==> config.mk <==
export PLATFORM = sky130hd
export DESIGN_NAME = escr_rtc
export DESIGN_NICKNAME = d
export VERILOG_FILES = /design/src/rtl/escr_rtc.sv
export SDC_FILE = /design/constraint.sdc
export NUM_CORES = 1
export LEC_CHECK = 0
export CORE_AREA = 2 2 74 128
export CTS_BUF_LIST = sky130_fd_sc_hd__clkbuf_4
export DETAILED_ROUTE_END_ITERATION = 16
export DIE_AREA = 0 0 76 130
export GPL_ROUTABILITY_DRIVEN = 0
export PLACE_DENSITY_LB_ADDON = 0.15
export RECOVER_POWER = 50
export SYNTH_ARGS = -nofsm -noshare
export SYNTH_HDL_FRONTEND = slang
export SYNTH_SLANG_ARGS = --single-unit
==> constraint.sdc <==
create_clock -name clk -period 9.93 [get_ports clk]
set_input_delay 1.986 -clock clk [delete_from_list [all_inputs] [get_ports clk]]
set_output_delay 1.986 -clock clk [all_outputs]
set_load 0.01 [all_outputs]
==> src/rtl/escr_rtc.sv <==
// escr_rtc: write controller for the RTC multiplexed address/data bus.
// On an escribir request it snapshots nine BCD bytes and issues one
// address-phase/data-phase write transaction per register.
// Optional feature: define RTC_WR_COMMIT_EN to append a tenth transaction
// (address 0xF1, data 0x00) that commits the new time into the RTC.
module escr_rtc #(
    parameter int T_SETUP = 2,
    parameter int T_PULSE = 4,
    parameter int T_HOLD  = 2,
    parameter int T_GAP   = 2
) (
    input  logic       clk,
    input  logic       reset,
    input  logic       escribir,
    input  logic [7:0] seg,
    input  logic [7:0] min,
    input  logic [7:0] hora,
    input  logic [7:0] dia,
    input  logic [7:0] mes,
    input  logic [7:0] anio,
    input  logic [7:0] tseg,
    input  logic [7:0] tmin,
    input  logic [7:0] thora,
    output logic       a_d,
    output logic       cs,
    output logic       rd,
    output logic       wr,
    output logic [7:0] dato_out,
    output logic       buffer_activo,
    output logic       ocupado,
    output logic       ready
);

    localparam int MAX_AB = (T_SETUP > T_PULSE) ? T_SETUP : T_PULSE;
    localparam int MAX_CD = (T_HOLD > T_GAP) ? T_HOLD : T_GAP;
    localparam int MAX_P  = (MAX_AB > MAX_CD) ? MAX_AB : MAX_CD;
    localparam int CW     = (MAX_P > 1) ? $clog2(MAX_P + 1) : 1;

    localparam logic [CW-1:0] LD_SETUP = CW'(T_SETUP - 1);
    localparam logic [CW-1:0] LD_PULSE = CW'(T_PULSE - 1);
    localparam logic [CW-1:0] LD_HOLD  = CW'(T_HOLD - 1);
    localparam logic [CW-1:0] LD_GAP   = CW'(T_GAP - 1);

`ifdef RTC_WR_COMMIT_EN
    localparam logic [3:0] LAST_IDX = 4'd9;
`else
    localparam logic [3:0] LAST_IDX = 4'd8;
`endif

    typedef enum logic [3:0] {
        IDLE, A_SET, A_WR, A_HOLD, A_GAP, D_SET, D_WR, D_HOLD, D_GAP, DONE
    } state_t;

    state_t        state;
    logic [CW-1:0] cnt;
    logic [3:0]    idx;
    logic [7:0]    snap [9];
    logic [3:0]    idx_next;
    logic [7:0]    addr_next;
    logic [7:0]    data_cur;

    assign rd = 1'b1;

    // Address of the following item and data of the current item.
    always_comb begin
        idx_next  = idx + 4'd1;
        addr_next = 8'h00;
        data_cur  = 8'h00;
        case (idx_next)
            4'd0: addr_next = 8'h21;
            4'd1: addr_next = 8'h22;
            4'd2: addr_next = 8'h23;
            4'd3: addr_next = 8'h24;
            4'd4: addr_next = 8'h25;
            4'd5: addr_next = 8'h26;
            4'd6: addr_next = 8'h41;
            4'd7: addr_next = 8'h42;
            4'd8: addr_next = 8'h43;
`ifdef RTC_WR_COMMIT_EN
            4'd9: addr_next = 8'hF1;
`endif
            default: addr_next = 8'h00;
        endcase
        case (idx)
            4'd0: data_cur = snap[0];
            4'd1: data_cur = snap[1];
            4'd2: data_cur = snap[2];
            4'd3: data_cur = snap[3];
            4'd4: data_cur = snap[4];
            4'd5: data_cur = snap[5];
            4'd6: data_cur = snap[6];
            4'd7: data_cur = snap[7];
            4'd8: data_cur = snap[8];
            default: data_cur = 8'h00;
        endcase
    end

    // Sequencer: shared down-counter times every state; outputs are set on
    // the edge entering each state so they are glitch-free registers.
    always_ff @(posedge clk or posedge reset) begin
        if (reset) begin
            state         <= IDLE;
            cnt           <= '0;
            idx           <= '0;
            for (int unsigned i = 0; i < 9; i++) snap[i] <= '0;
            a_d           <= 1'b1;
            cs            <= 1'b1;
            wr            <= 1'b1;
            dato_out      <= '0;
            buffer_activo <= 1'b0;
            ocupado       <= 1'b0;
            ready         <= 1'b0;
        end else begin
            case (state)
                IDLE: begin
                    ready <= 1'b0;
                    if (escribir) begin
                        snap[0]       <= seg;
                        snap[1]       <= min;
                        snap[2]       <= hora;
                        snap[3]       <= dia;
                        snap[4]       <= mes;
                        snap[5]       <= anio;
                        snap[6]       <= tseg;
                        snap[7]       <= tmin;
                        snap[8]       <= thora;
                        idx           <= '0;
                        ocupado       <= 1'b1;
                        cnt           <= LD_SETUP;
                        cs            <= 1'b0;
                        a_d           <= 1'b0;
                        buffer_activo <= 1'b1;
                        dato_out      <= 8'h21;
                        state         <= A_SET;
                    end
                end
                A_SET, D_SET: begin
                    if (cnt == '0) begin
                        cnt   <= LD_PULSE;
                        wr    <= 1'b0;
                        state <= (state == A_SET) ? A_WR : D_WR;
                    end else begin
                        cnt <= cnt - 1'b1;
                    end
                end
                A_WR, D_WR: begin
                    if (cnt == '0) begin
                        cnt   <= LD_HOLD;
                        wr    <= 1'b1;
                        state <= (state == A_WR) ? A_HOLD : D_HOLD;
                    end else begin
                        cnt <= cnt - 1'b1;
                    end
                end
                A_HOLD, D_HOLD: begin
                    if (cnt == '0) begin
                        cnt           <= LD_GAP;
                        cs            <= 1'b1;
                        a_d           <= 1'b1;
                        buffer_activo <= 1'b0;
                        state         <= (state == A_HOLD) ? A_GAP : D_GAP;
                    end else begin
                        cnt <= cnt - 1'b1;
                    end
                end
                A_GAP: begin
                    if (cnt == '0) begin
                        cnt           <= LD_SETUP;
                        cs            <= 1'b0;
                        buffer_activo <= 1'b1;
                        dato_out      <= data_cur;
                        state         <= D_SET;
                    end else begin
                        cnt <= cnt - 1'b1;
                    end
                end
                D_GAP: begin
                    if (cnt == '0) begin
                        if (idx == LAST_IDX) begin
                            ready <= 1'b1;
                            state <= DONE;
                        end else begin
                            idx           <= idx_next;
                            cnt           <= LD_SETUP;
                            cs            <= 1'b0;
                            a_d           <= 1'b0;
                            buffer_activo <= 1'b1;
                            dato_out      <= addr_next;
                            state         <= A_SET;
                        end
                    end else begin
                        cnt <= cnt - 1'b1;
                    end
                end
                DONE: begin
                    ready   <= 1'b0;
                    ocupado <= 1'b0;
                    state   <= IDLE;
                end
                default: state <= IDLE;
            endcase
        end
    end

endmodule

# Word-level counts from Yosys, hierarchy flattened
# Memory sizes are Yosys's and may differ from the RTL's.
# Index checks and enable logic that the tools add are counted.
word_totals:
  reg_bits: 97
  romBits: 80
  input_bits: 75
  out_inout_bits: 15
  mem_count: 1
mem_list:
  columns: ["memory", "words", "width", "rd", "rd_ports_with_merged_regs", "write_ports", "line", "source"]
  rows:
  - ["(no name shown)", 16, 5, 1, 0, 0, "69", "case (idx_next)"]
op_classes:
  add_sub_neg: 2
  n_eq_ne: 26
  mux: 43
  n_reduce_logical: 26
op_table:
  columns: ["operator", "n"]
  rows:
  - ["$pmux W8 S9", 1]
  - ["$mux W4", 11]
  - ["$eq A4 B3 Y1 const B", 8]
  - ["$mux W8", 4]
  - ["$pmux W4 S6", 1]
  - ["$pmux W8 S3", 1]
  - ["$mux W3", 7]
  - ["$eq A4 B2 Y1 const B", 4]
  - ["$ne A2 B2 Y1 const B", 8]
  - ["$eq A4 B4 Y1 const B", 3]
  - ["$pmux W3 S4", 1]
  - ["$reduce_and A6 Y1", 2]
  - ["$mux W1", 10]
  - ["$reduce_and A5 Y1", 2]
  - ["$reduce_and A3 Y1", 3]
  - ["$eq A4 B1 Y1 const B", 2]
  - ["$logic_not A4 Y1", 2]
  - ["$pmux W1 S4", 2]
  - ["$pmux W4 S2", 1]
  - ["$reduce_bool A2 Y1", 4]
  - ["$reduce_bool A4 Y1", 2]
  - ["$reduce_or A2 Y1", 4]
  - ["$pmux W1 S2", 3]
  - ["$reduce_bool A3 Y1", 2]
  - ["other kinds (8)", 9]

# Logic depth before layout (Yosys ltp)
# An unclocked memory read counts as a cell.
depth:
  ltp_word: 5
  ltp_mapped: 9
  depth_no_buf: 7

# Least setup slack after synthesis
# OpenSTA, ideal clock, no wires.
synth_path:
  path_kind: "input port to flip-flop"
  start: "input port escribir"
  end: "register snap[10] in the netlist's numbering"
  setup_ns: 0.125
  t_arrival_ns: 2.939
  required_time_ns: 9.805
  slack_ns: 6.866
  stages: 5
  path_buffers: 2
  path_cell_list: "and2b_1 > nand2_1 > buf_2 > buf_2 > mux2_2"
synth_between:
  elab_chain_len: 1
synth_lines:
  columns: ["item", "line", "source"]
  rows:
  - ["start: declaration", "14", "input logic escribir,"]
  - ["$reduce_and A2 Y1 (no line)", null, null]
  - ["end: declaration", "57", "logic [7:0] snap [9];"]
# No other way between the ends.
# A chain may end at the register's enable or synchronous reset.

# Worst setup path in the final report
layout_path:
  start: "input port escribir"
  end: "register dato_out[5]"
layout_between:
  elab_chain_len: 2
layout_lines:
  columns: ["item", "line", "source"]
  rows:
  - ["$ne A2 B2 Y1 (no line)", null, null]
  - ["$reduce_and A5 Y1 (no line)", null, null]
  - ["end signal: assignment", "171", "dato_out <= data_cur;"]
  - ["end signal: assignment", "188", "dato_out <= addr_next;"]
  - ["end: declaration", "28", "output logic [7:0] dato_out,"]
# No other way between the ends.

==> flow_summary.ini <==
[critical_path]
cp_data_required_time_ps = 10290
crit_type = input pin to flip-flop
cp-start-kind = input pin
path_max_fanout = 8
end_kind = flip-flop
cp.arrival_ps = 4170
r2r_setup_slack_ps = 6750

[timing]
maxSlewHeadroom_pct = -4.324
maxSlewViolCount = 38
fin_crit_ps = 3802
tightest_slew_ps = 1556
rsz0062_at_grt = false
finalSetupTns_ps = 0
setup_ws_ps = 6128
hold_viol_final = 0
fin_crit_sh_pct = 38.28
clock_skew_ps = 16.02
finalSetupViolations = 0
max_freq_mhz = 263.0

[logic_synthesis]
synth.distinct_cells = 59
yosysWarnings = 0
yosysSeqAreaShare_pct = 51.15
synth_edf_count = 0
syn_inst = 402
syn_area_um2 = 4753
yosys.area.top_type = dfrtp_1
synthArstFlopShare_pct = 100.0
synth_area_leaders = dfrtp_1 (49%), mux2_2 (16%), a21oi_1 (2.2%)
synth_ff_type = dfrtp_1
synth_fp_nets = 485
synth_top_cell_area_share_pct = 49.49
synth.avg_cell_area_um2 = 11.82
synth_seq_cells = 97

[clocking]
cts_sinks = 97
cts_root_buf = clkbuf_4
post_cts_buffers = 0
clk_pin_slew_worst_paths_ps = 140
cts_max_path_buffers = 2
cts_hold_buf = 0
numCtsBuffers = 9
cts_tree = built
insertion_delay_ps = 450
cts_resized = 0
cts_max_level = 3

[place]
place_ws_ps = 5933
numPortBuffers = 88
hpwlAfterDp_mm = 7.650

[power]
p_leak_nw = 2.488
vdd_drop_max_v = 0.0001531
power_density_nw_per_um2 = 281.2

[routing]
vias_per_cell = 5.738
detail-route-antenna-nets = 0
drt_iter0_markers = 281
routed_wl_mm = 10.72
num_vias = 3454
post_drt_wl_per_cell_um = 17.81
drt_first_pass_iters = 5
drcViolationCount = 0

[global_route]
antenna_found_initial = 1
grt_pass1_wl_mm = 17.37
grtUsageTotal_pct = 22.66
gr-total-overflow = 0
grt_max_degree = 75
grt_pass1_vias = 3534

[floorplan]
die-area_um2 = 9880
die_y_um = 130
fp.dieW_um = 76
core_area_um2 = 8921
boundaryPins = 90
initial_core_util_pct = 53.28
core.rowCount = 46

[finish]
fin_nets = 559
drive_above_1_share_pct = 19.54
area_growth_pct = 21.16
fill_cells = 721

[status]
violations = max-capacitance violations, max-slew violations
status = finished with violations

[hold_path]
holdCritPathClass = flip-flop to flip-flop

[flow_run]
drv_cap = 1
through the flow:
stage	hold slack, ps	util [%]	total power [W]	instances	area (um2)
after floorplan	463.8	-	0.001230	402	4753
final	475.9	64.56	0.001620	602	5759
after global placement	459.8	63.46	0.001407	585	5662
after global routing	500.0	64.56	0.001731	602	5759
after CTS	479.8	64.99	0.001644	601	5798
after detailed placement	461.0	63.46	0.001438	585	5662
critical path, stage by stage:
cell and delay [ps]:
dlygate4sd3_1 570, nor3_1 70, a2111oi_0 600, o221ai_1 510, nor2b_1 270, o22ai_1 150
Yosys cell counts (all sizes together) (3+ instances only):
| library cell | instances |
|---|---|
| mux2i | 9 |
| inv | 11 |
| nand2 | 29 |
| dfrtp | 94 |
| buf | 22 |
| a22oi | 7 |
| nor2b | 6 |
| a211oi | 3 |
| xor2 | 4 |
| a21oi | 21 |
| dfstp | 3 |
| clkbuf | 6 |
| a21o | 3 |
| a31oi | 5 |
| nor2 | 17 |
| ha | 8 |
| o21ai | 21 |
| nand3 | 8 |
| a222oi | 7 |
| nand2b | 3 |
| a2bb2oi | 3 |
| o22ai | 4 |
| mux2 | 75 |
cell usage in the layout, fill, tap and decap left out, types with 3 or more instances in the layout:
cell type,n
mux2_2,66
nand2_1,27
xor2_1,4
o22ai_1,4
o21ai_0,20
buf_4,3
inv_1,10
nor2_1,17
mux2i_1,9
clkdlybuf4s50_1,86
a21o_1,3
nand2b_1,3
a2bb2oi_1,3
a21oi_1,21
a22oi_1,7
ha_1,8
nor2b_1,6
mux2_1,9
clkbuf_4,12
a211oi_1,3
dfstp_2,3
nand3_1,8
a222oi_1,7
dfrtp_1,94
a31oi_1,5
where the power goes:
part / leakage (nW) / total, W / internal (W) / switching [W]
Clock: 0.0750 / 0.000210 / 0.0000843 / 0.000125
Combinational: 1.18 / 0.000693 / 0.000353 / 0.000340
Sequential: 1.23 / 0.000717 / 0.000576 / 0.000142
path summary, 6_finish.rpt:
check,end,start,cells after the start
setup / recovery,dato_out[5],escribir,6
hold / removal,a_d,a_d,2
setup reg to reg,dato_out[5],idx[0],7
hold reg to reg,a_d,a_d,2
max in group asynchronous,buffer_activo,reset,3
min in group asynchronous,snap[31],reset,2
cell type report:
type | instances | area (um2) | share of cell area, %
clock buffer | 12 | 90.09 | 1.564
timing repair buffer | 91 | 903.4 | 15.69
sequential | 97 | 2431 | 42.21
multi-input combinational | 266 | 2093 | 36.35
clock inverter | 4 | 46.29 | 0.8038
tap | 120 | 150.1 | 2.607
inverter | 11 | 42.54 | 0.7386
antenna | 1 | 2.502 | 0.04345
registers in the layout, summed over array words and instances, names as in the netlist, 3 cells and up:
register  flops
state         4
snap         72
cnt           3
idx           4
dato_out      8
layer usage:
layer / part of all wire (%) / track usage [%] / up-vias / wire (um)
met5: 0 / 0 / - / 0
met4: 3.1 / 12.09 / 0 / 337
met3: 3.5 / 3.320 / 22 / 372
met2: 55 / 40.34 / 88 / 5922
met1: 38 / 26.69 / 1738 / 4089
li1: - / - / 1606 / -
kinds of logic (layout without fill, tap and decap cells):
group,after synthesis,in the layout,share of synthesized area [%]
and+or+nand+nor,75,75,8.292
adders and majority gates,8,8,2.106
other,1,2,0.07889
AOI/OAI and AO/OA,93,93,13.77
muxes,84,84,19.66
buffers and inverters,39,118,4.027
xor gates and xnor gates,5,5,0.9213
DFF,97,97,51.15
No activity file was read; power rests on OpenSTA's default activity.
